File: src/rtl/regmem_reader_pkg.sv
// Shared types and width helpers for the register-memory stream reader.
package regmem_reader_pkg;

  typedef enum logic [1:0] {
    StIdle,
    StRun,
    StDrain
  } state_t;

  localparam int unsigned BUF_DEPTH = 2;

  function automatic int unsigned addr_width(input int unsigned height);
    return (height > 1) ? $clog2(height) : 1;
  endfunction

  function automatic int unsigned len_width(input int unsigned height);
    return $clog2(height) + 1;
  endfunction

endpackage

File: src/rtl/regmem_skid_fifo.sv
// Two-entry FIFO for {last, data} words; push on full is accepted only with a same-cycle pop.
module regmem_skid_fifo
  import regmem_reader_pkg::*;
#(
  parameter int unsigned DW = 17
) (
  input  logic          clk_i,
  input  logic          reset_i,
  input  logic          push_i,
  input  logic [DW-1:0] push_data_i,
  input  logic          pop_i,
  output logic [DW-1:0] head_o,
  output logic [1:0]    count_o,
  output logic          full_o,
  output logic          empty_o
);

  logic [DW-1:0] mem_q [BUF_DEPTH];
  logic          wr_ptr_q, rd_ptr_q;
  logic [1:0]    count_q;
  logic          do_push, do_pop;

  assign empty_o = (count_q == 2'd0);
  assign full_o  = (count_q == 2'(BUF_DEPTH));
  assign do_pop  = pop_i && !empty_o;
  assign do_push = push_i && (!full_o || do_pop);
  assign head_o  = mem_q[rd_ptr_q];
  assign count_o = count_q;

  always_ff @(posedge clk_i) begin
    if (do_push) begin
      mem_q[wr_ptr_q] <= push_data_i;
    end
  end

  // One-bit pointers: the depth is fixed at two entries.
  always_ff @(posedge clk_i) begin
    if (reset_i) begin
      wr_ptr_q <= 1'b0;
      rd_ptr_q <= 1'b0;
      count_q  <= 2'd0;
    end else begin
      if (do_push) wr_ptr_q <= ~wr_ptr_q;
      if (do_pop)  rd_ptr_q <= ~rd_ptr_q;
      case ({do_push, do_pop})
        2'b10:   count_q <= count_q + 2'd1;
        2'b01:   count_q <= count_q - 2'd1;
        default: count_q <= count_q;
      endcase
    end
  end

endmodule

File: src/rtl/regmem_stream_reader.sv
// Command-driven sequential reader for a 1-cycle-latency register memory, emitting a valid/ready
// stream with a last flag. Define REGMEM_READER_WRAP_EN to let addresses wrap at HEIGHT.
module regmem_stream_reader
  import regmem_reader_pkg::*;
#(
  parameter int unsigned WIDTH = 16,
  parameter int unsigned HEIGHT = 16,
  parameter int unsigned LW = len_width(HEIGHT),
  localparam int unsigned AW = addr_width(HEIGHT)
) (
  input  logic             clk_i,
  input  logic             reset_i,
  input  logic             cmdValid_i,
  output logic             cmdReady_o,
  input  logic [AW-1:0]    cmdAddr_i,
  input  logic [LW-1:0]    cmdLen_i,
  output logic             memReadEnable_o,
  output logic [AW-1:0]    memReadAddr_o,
  input  logic [WIDTH-1:0] memReadData_i,
  output logic             dataValid_o,
  input  logic             dataReady_i,
  output logic [WIDTH-1:0] data_o,
  output logic             dataLast_o,
  output logic             busy_o,
  output logic             done_o,
  output logic             error_o
);

  localparam int unsigned EW = LW + 1;

  state_t         state_q, state_d;
  logic [AW-1:0]  addr_q, addr_d, rd_addr_q, addr_inc;
  logic [LW-1:0]  remaining_q, remaining_d;
  logic           inflight_q, inflight_last_q;
  logic           done_q, done_d, error_q, error_d;
  logic           issue, pop, last_pop, reject;
  logic           fifo_push, fifo_pop, fifo_full, fifo_empty;
  logic [1:0]     fifo_count, occupancy;
  logic [WIDTH:0] fifo_head;
  logic [EW-1:0]  addr_ext, len_ext;

  assign addr_ext = EW'(cmdAddr_i);
  assign len_ext  = EW'(cmdLen_i);

`ifdef REGMEM_READER_WRAP_EN
  assign addr_inc = (addr_q == AW'(HEIGHT - 1)) ? '0 : addr_q + AW'(1);
  assign reject   = (addr_ext >= EW'(HEIGHT)) || (len_ext > EW'(HEIGHT));
`else
  assign addr_inc = addr_q + AW'(1);
  assign reject   = (addr_ext >= EW'(HEIGHT)) || (len_ext > EW'(HEIGHT)) ||
                    (addr_ext + len_ext > EW'(HEIGHT));
`endif

  // A word in flight is presented straight from the memory when the buffer is empty,
  // so the first word appears two cycles after accept.
  assign dataValid_o = inflight_q || !fifo_empty;
  assign pop         = dataValid_o && dataReady_i;
  assign fifo_pop    = pop && !fifo_empty;
  assign fifo_push   = inflight_q && !(pop && fifo_empty);
  assign occupancy   = fifo_count + {1'b0, inflight_q};
  assign issue       = (state_q == StRun) && (remaining_q != '0) &&
                       ((occupancy - {1'b0, pop}) < 2'(BUF_DEPTH));

  always_comb begin
    data_o     = '0;
    dataLast_o = 1'b0;
    if (!fifo_empty) begin
      {dataLast_o, data_o} = fifo_head;
    end else if (inflight_q) begin
      data_o     = memReadData_i;
      dataLast_o = inflight_last_q;
    end
  end

  assign last_pop        = pop && dataLast_o;
  assign memReadEnable_o = issue;
  assign memReadAddr_o   = issue ? addr_q : rd_addr_q;
  assign cmdReady_o      = (state_q == StIdle) && !done_q;
  assign busy_o          = (state_q != StIdle);
  assign done_o          = done_q || ((state_q == StDrain) && last_pop);
  assign error_o         = error_q;

  always_comb begin
    state_d     = state_q;
    addr_d      = addr_q;
    remaining_d = remaining_q;
    done_d      = 1'b0;
    error_d     = 1'b0;
    case (state_q)
      StIdle: begin
        if (cmdValid_i && cmdReady_o) begin
          if (reject) begin
            done_d  = 1'b1;
            error_d = 1'b1;
          end else if (cmdLen_i == '0) begin
            done_d = 1'b1;
          end else begin
            addr_d      = cmdAddr_i;
            remaining_d = cmdLen_i;
            state_d     = StRun;
          end
        end
      end
      StRun: begin
        if (issue) begin
          addr_d      = addr_inc;
          remaining_d = remaining_q - LW'(1);
          if (remaining_q == LW'(1)) state_d = StDrain;
        end
      end
      StDrain: begin
        if (last_pop) state_d = StIdle;
      end
      default: state_d = StIdle;
    endcase
  end

  always_ff @(posedge clk_i) begin
    if (reset_i) begin
      state_q         <= StIdle;
      addr_q          <= '0;
      rd_addr_q       <= '0;
      remaining_q     <= '0;
      inflight_q      <= 1'b0;
      inflight_last_q <= 1'b0;
      done_q          <= 1'b0;
      error_q         <= 1'b0;
    end else begin
      state_q         <= state_d;
      addr_q          <= addr_d;
      remaining_q     <= remaining_d;
      inflight_q      <= issue;
      inflight_last_q <= issue && (remaining_q == LW'(1));
      done_q          <= done_d;
      error_q         <= error_d;
      if (issue) rd_addr_q <= addr_q;
    end
  end

  regmem_skid_fifo #(
    .DW(WIDTH + 1)
  ) u_fifo (
    .clk_i      (clk_i),
    .reset_i    (reset_i),
    .push_i     (fifo_push),
    .push_data_i({inflight_last_q, memReadData_i}),
    .pop_i      (fifo_pop),
    .head_o     (fifo_head),
    .count_o    (fifo_count),
    .full_o     (fifo_full),
    .empty_o    (fifo_empty)
  );

  // In-flight plus buffered words never exceed the buffer depth.
  assert property (@(posedge clk_i) disable iff (reset_i) !(fifo_full && inflight_q));

endmodule
File: config.mk
export PLATFORM = sky130hd
export DESIGN_NAME = regmem_stream_reader
export DESIGN_NICKNAME = d
export VERILOG_FILES = /design/src/rtl/regmem_reader_pkg.sv /design/src/rtl/regmem_skid_fifo.sv /design/src/rtl/regmem_stream_reader.sv
export SDC_FILE = /design/constraint.sdc
export NUM_CORES = 1
export LEC_CHECK = 0
export ABC_AREA = 1
export CORE_AREA = 3 3 71 86
export CTS_CLUSTER_DIAMETER = 50
export CTS_CLUSTER_SIZE = 24
export DETAILED_ROUTE_END_ITERATION = 8
export DIE_AREA = 0 0 74 89
export PLACE_DENSITY = 0.83
export SYNTH_ARGS = -nofsm -noshare
export SYNTH_HDL_FRONTEND = slang
export SYNTH_SLANG_ARGS = --single-unit
File: constraint.sdc
create_clock -name clk_i -period 3.5 [get_ports clk_i]
set_input_delay 0.7 -clock clk_i [delete_from_list [all_inputs] [get_ports clk_i]]
set_output_delay 0.7 -clock clk_i [all_outputs]
set_load 0.01 [all_outputs]
# Word-level counts from Yosys, hierarchy flattened
# Memories as Yosys holds them, arrays and structs flattened. A register that Yosys moved wholly into a read port is not among the register bits.
# Index checks and enable logic that the tools add are counted.
[op_classes]
n_reduce_logical = 32
eq_ne = 12
bitwise_logic = 4
n_lt_le_gt_ge = 4
n_mux = 30
n_addsub = 7
[op_table]
columns = ["op", "n"]
rows = [
  ["$mux W16", 2],
  ["$mux W4", 5],
  ["$mux W5", 4],
  ["$logic_and A1 B1 Y1", 13],
  ["$mux W2", 6],
  ["$pmux W5 S2", 1],
  ["$mux W1", 9],
  ["$ne A2 B2 Y1 const B", 4],
  ["$pmux W4 S2", 1],
  ["$add A4 B5 Y6", 1],
  ["$eq A2 B2 Y1 const B", 3],
  ["$gt A6 B5 Y1 const B", 1],
  ["$pmux W2 S3", 1],
  ["$reduce_and A6 Y1", 1],
  ["$reduce_bool A2 Y1", 3],
  ["$eq A5 B1 Y1 const B", 1],
  ["$ge A4 B5 Y1 const B", 1],
  ["$gt A5 B5 Y1 const B", 1],
  ["$logic_not A5 Y1", 1],
  ["$logic_or A1 B1 Y1", 5],
  ["$reduce_and A5 Y1", 1],
  ["$reduce_bool A5 Y1", 1],
  ["$sub A5 B1 Y5 const B", 1],
  ["$add A4 B1 Y4 const B", 1],
  ["12 further kinds", 21],
]
[word_totals]
input_bits = 29
ff_bits = 23
memories = 1
ram_bits = 34
output_inout_bits = 27
[memory_table]
columns = ["memory", "depth", "width", "read_ports", "rd_ports_with_merged_regs", "wr", "line", "source"]
rows = [
  ["u_fifo.mem_q", 2, 17, 1, 1, 1, "regmem_skid_fifo.sv:18", "logic [DW-1:0] mem_q [BUF_DEPTH];"],
]

# Logic depth before layout (Yosys ltp)
[depth]
ltp_word = 10
mapped_depth = 14
depth_no_buf = 14

# Cells and area by module
# From an unflattened synthesis, not the netlist that was laid out.
[hier_totals]
cells_unflattened = 356
area_unflattened_um2 = 3138.0
[modules_own_cells]
columns = ["mod", "area_each_um2", "seq_area_each_um2", "cells_each", "instances"]
rows = [
  ["regmem_stream_reader", 1609.0, 380.4, 264, 1],
  ["regmem_skid_fifo", 1529.0, 1121.1, 92, 1],
]

# Worst setup path after synthesis
# No wires, ideal clock.
[synth_path]
path_type = "input port to output port"
startpoint = "input dataReady_i"
endpoint = "output memReadAddr_o[2]"
slack_ns = 0.683
t_arrival_ns = 2.117
path_buffers = 0
t_required_ns = 2.800
path_stages = 10
path_cell_list = "inv_1 > a21oi_1 > ha_1 > nor2_2 > nand3_1 > nand3_4 > inv_1 > or2_2 > o21ai_0 > inv_1"
[synth_via]
elab_chain_len = 5
[synth_rtl]
columns = ["item", "line", "source"]
rows = [
  ["from (decl)", "regmem_stream_reader.sv:21", "input logic dataReady_i,"],
  ["$logic_and A1 B1 Y1", "regmem_stream_reader.sv:57", "assign pop = dataValid_o && dataReady_i;"],
  ["$sub A2 B1 Y2", "regmem_stream_reader.sv:62", "((occupancy - {1'b0, pop}) < 2'(BUF_DEPTH));"],
  ["$lt A2 B2 Y1", "regmem_stream_reader.sv:62", ""],
  ["$logic_and A1 B1 Y1", "regmem_stream_reader.sv:61", "assign issue = (state_q == StRun) && (remaining_q != '0) &&"],
  ["named net memReadEnable_o", "regmem_stream_reader.sv:17", "output logic memReadEnable_o,"],
  ["$mux W4", "-", ""],
  ["to (decl)", "regmem_stream_reader.sv:18", "output logic [AW-1:0] memReadAddr_o,"],
]
# The timed path passes the listed nets, and every way through them passes these cells.

# Worst setup path after layout
[layout_path]
startpoint = "input dataReady_i"
endpoint = "output memReadAddr_o[3]"
[layout_via]
elab_chain_len = 5
[layout_rtl]
columns = ["item", "line"]
rows = [
  ["$logic_and A1 B1 Y1", "regmem_stream_reader.sv:57"],
  ["$sub A2 B1 Y2", "regmem_stream_reader.sv:62"],
  ["$lt A2 B2 Y1", "regmem_stream_reader.sv:62"],
  ["$logic_and A1 B1 Y1", "regmem_stream_reader.sv:61"],
  ["$mux W4", "-"],
]
# Every way passes these cells.

==> impl_metrics.ini <==
[run_status]
outcome = finished, final reports clean

[route]
drt-initial-drc-count = 203
num_vias = 2626
ant_nets = 0
routed_wirelength_mm = 6.83
vias_per_cell = 5.44
drc = 0
drt_pass1_iterations = 4
routedWlPerCell_um = 14.1

[yosys]
avgSynthCellArea_um2 = 8.47
ys_seq_area_share_pct = 50.3
syn-cell-area_um2 = 2980
synth_nets = 392
syn_inst = 352
yosys_warnings = 0
ys_types = 32
ys_ff_latch = 58

[flow_run]
maxCapViolCount = 0

[timing]
setup_tns_ns = 0
finalCritPeriodShare_pct = 97.2
max_slew_margin_pct = 69.3
hold_slack_ns = 0.480
setup_slack_ns = 0.0970
fin_crit_ns = 3.40
clock.fmax_mhz = 294
skew_ns = 0.0103
worst_pin_slew_ns = 0.460
final-max-slew-violation-count = 0
hold_viol = 0
setup_violations = 0

[placed_design]
dp_cells = 466
gp_congestion = 0.804
pre_cts_ws_ns = -0.259
hpwlAfterDp_mm = 4.87
dpl_cell_area_um2 = 3620
portBuffers = 55

[finish]
postLayoutCellArea_um2 = 3850
final_layout_size_suffix_gt1_share_pct = 11.4
finalNetCount = 456
multi_input_area_um2 = 1300
antenna_cells = 0
final_cell_mix = nor2_1, nand2_1, clkdlybuf4s50_1, o21ai_0, edfxtp_1
regArea_um2 = 1500
layout.cells.non_filler = 483
area_growth_pct = 29.1
postLayoutCoreUtil_pct = 72.2
fill_cells = 411

[setup_path]
worstPathRequired_ns = 2.80
rrSetupSlack_ns = 1.30
cpMostUsedCell = inv_1
crit_buf_inv = 5
crit_path_start_kind = input pin
critical_path.top_delay_family = buffers and inverters
critical_path_class = input pin to output pin
critPathCaptureType = output pin
path_max_fanout = 5
reg2reg_from = u_fifo.count_o[1]
crit_path_end = memReadAddr_o[3]
r2r_cells = 13
arrival_ns = 2.70
crit_path_cell_trace = clkdlybuf4s50_1 -> inv_1 -> a21oi_2 -> ha_1 -> nor2_2 -> nand3_2 -> nand3_4 -> inv_2 -> or2_2 -> o21ai_1 -> inv_1 -> dlygate4sd2_1
cp-startpoint = dataReady_i
timing.rr.end = addr_q[1]
path_depth = 12
slowest_delay_ns = 0.48
cp_slowest_cell = clkdlybuf4s50_1

[pwr]
power.total_mw = 1.78
p_leak_nw = 1.59
ir_worst_vdd_uv = 317
p_per_area_nw_per_um2 = 461

[worst_hold_path]
min_from = inflight_last_q
hold_path.class = flip-flop to flip-flop

[floorplanning]
start_util_pct = 55.9
coreArea_um2 = 5330
design.die.area_um2 = 6590
die_width_um = 74
fp.dieH_um = 89
row_count = 29
io_pins = 56

[global_route]
grt_max_degree = 21
grt_overflow = 0
grt_pass1_wl_mm = 11.0
grt_pass1_vias = 2583
grt_use_total_pct = 22.2
grt_antenna_before_repair = 0

[clocking]
clkSinkCount = 58
ctsHoldBuffers = 0
clk_pin_slew_ns = 0.07
cts_max_path_buffers = 2
clock_latency_ns = 0.34
cts-htree-levels = 3
cts_root_buffer = clkbuf_8
tritoncts = built
numCtsBuffers = 9
cells by family after synthesis:
logic type | share of synthesized area (%)
buffers and inverters | 6.63
DFF | 50.3
xor gates and xnor gates | 0.587
AOI/OAI and AO/OA | 14.5
adders and majority gates | 4.87
muxes | 0.336
and+or+nand+nor | 22.8
cell usage after synthesis (all sizes together):
| cell type | count | share of area, % |
|---|---|---|
| xor2 | 2 | 0.59 |
| o21a | 1 | 0.25 |
| ha | 10 | 4.2 |
| a21boi | 1 | 0.25 |
| nand2 | 55 | 7.3 |
| o21ai | 52 | 8.7 |
| nand3 | 34 | 6.1 |
| nand3b | 3 | 0.75 |
| edfxtp | 34 | 34 |
| nor3 | 1 | 0.17 |
| nor2 | 54 | 7.1 |
| buf | 5 | 1.3 |
| mux2i | 1 | 0.34 |
| fa | 1 | 0.67 |
| a21oi | 25 | 4.9 |
| clkbuf | 8 | 1.0 |
| or2 | 6 | 1.3 |
| dfxtp | 24 | 16 |
| inv | 34 | 4.3 |
| a31o | 1 | 0.29 |
sequential cells by signal, summed over array words and instances, names as in the netlist, 2 cells and up, named ones only:
name            cells
u_fifo.count_o      2
remaining_q         5
rd_addr_q           4
addr_q              4
state_q             2
u_fifo.mem_q       34
layout make-up:
| cell class | count | area share [%] |
|---|---|---|
| flip-flops and latches | 58 | 39.0 |
| repair buffers | 66 | 16.2 |
| well taps | 62 | 2.01 |
| clock buffers | 11 | 3.67 |
| clock inverters | 5 | 2.01 |
| inverters | 34 | 3.31 |
| multi-input cells | 247 | 33.8 |
worst register-to-register path: stages (launching register included):
cell	delay, ns
dfxtp_1	0.33
nor2_1	0.19
a21oi_2	0.09
ha_1	0.29
nor2_2	0.11
inv_1	0.05
nand2_1	0.10
nand3_4	0.08
buf_4	0.18
a21oi_4	0.37
nand2_2	0.13
nand2_1	0.07
nand2_1	0.04
nor2_1	0.09
power by group:
group / switching (mW) / internal, mW / leakage [nW]
Clock: 0.256 / 0.417 / 0.109
Combinational: 0.188 / 0.146 / 0.978
Sequential: 0.0202 / 0.748 / 0.502
worst min-delay path by stage:
stage	to	slack (ns)	cells after the start
floorplan	flip-flop	0.43	1
global placement	u_fifo.rd_ptr_q	0.44	1
detailed placement	flip-flop	0.46	1
CTS	flip-flop	0.48	1
global route	u_fifo.mem_q[0][16]	0.48	0
finish	u_fifo.mem_q[0][16]	0.48	0
metal layers:
metal | up-vias | track usage, % | share of wire (%)
li1 | 1317 | - | -
met1 | 1198 | 23.5 | 38
met2 | 92 | 39.7 | 53
met3 | 19 | 6.64 | 6.1
met4 | 0 | 11.0 | 3.0
met5 | - | 0 | 0
what timing repair did:
action | in CTS | in global routing
gates resized for setup | 6 | 8
setup endpoints to repair | 4 | 5
pin swaps | 0 | 1
buffers inserted | 0 | 1
Power figures use the tool's default switching activity.
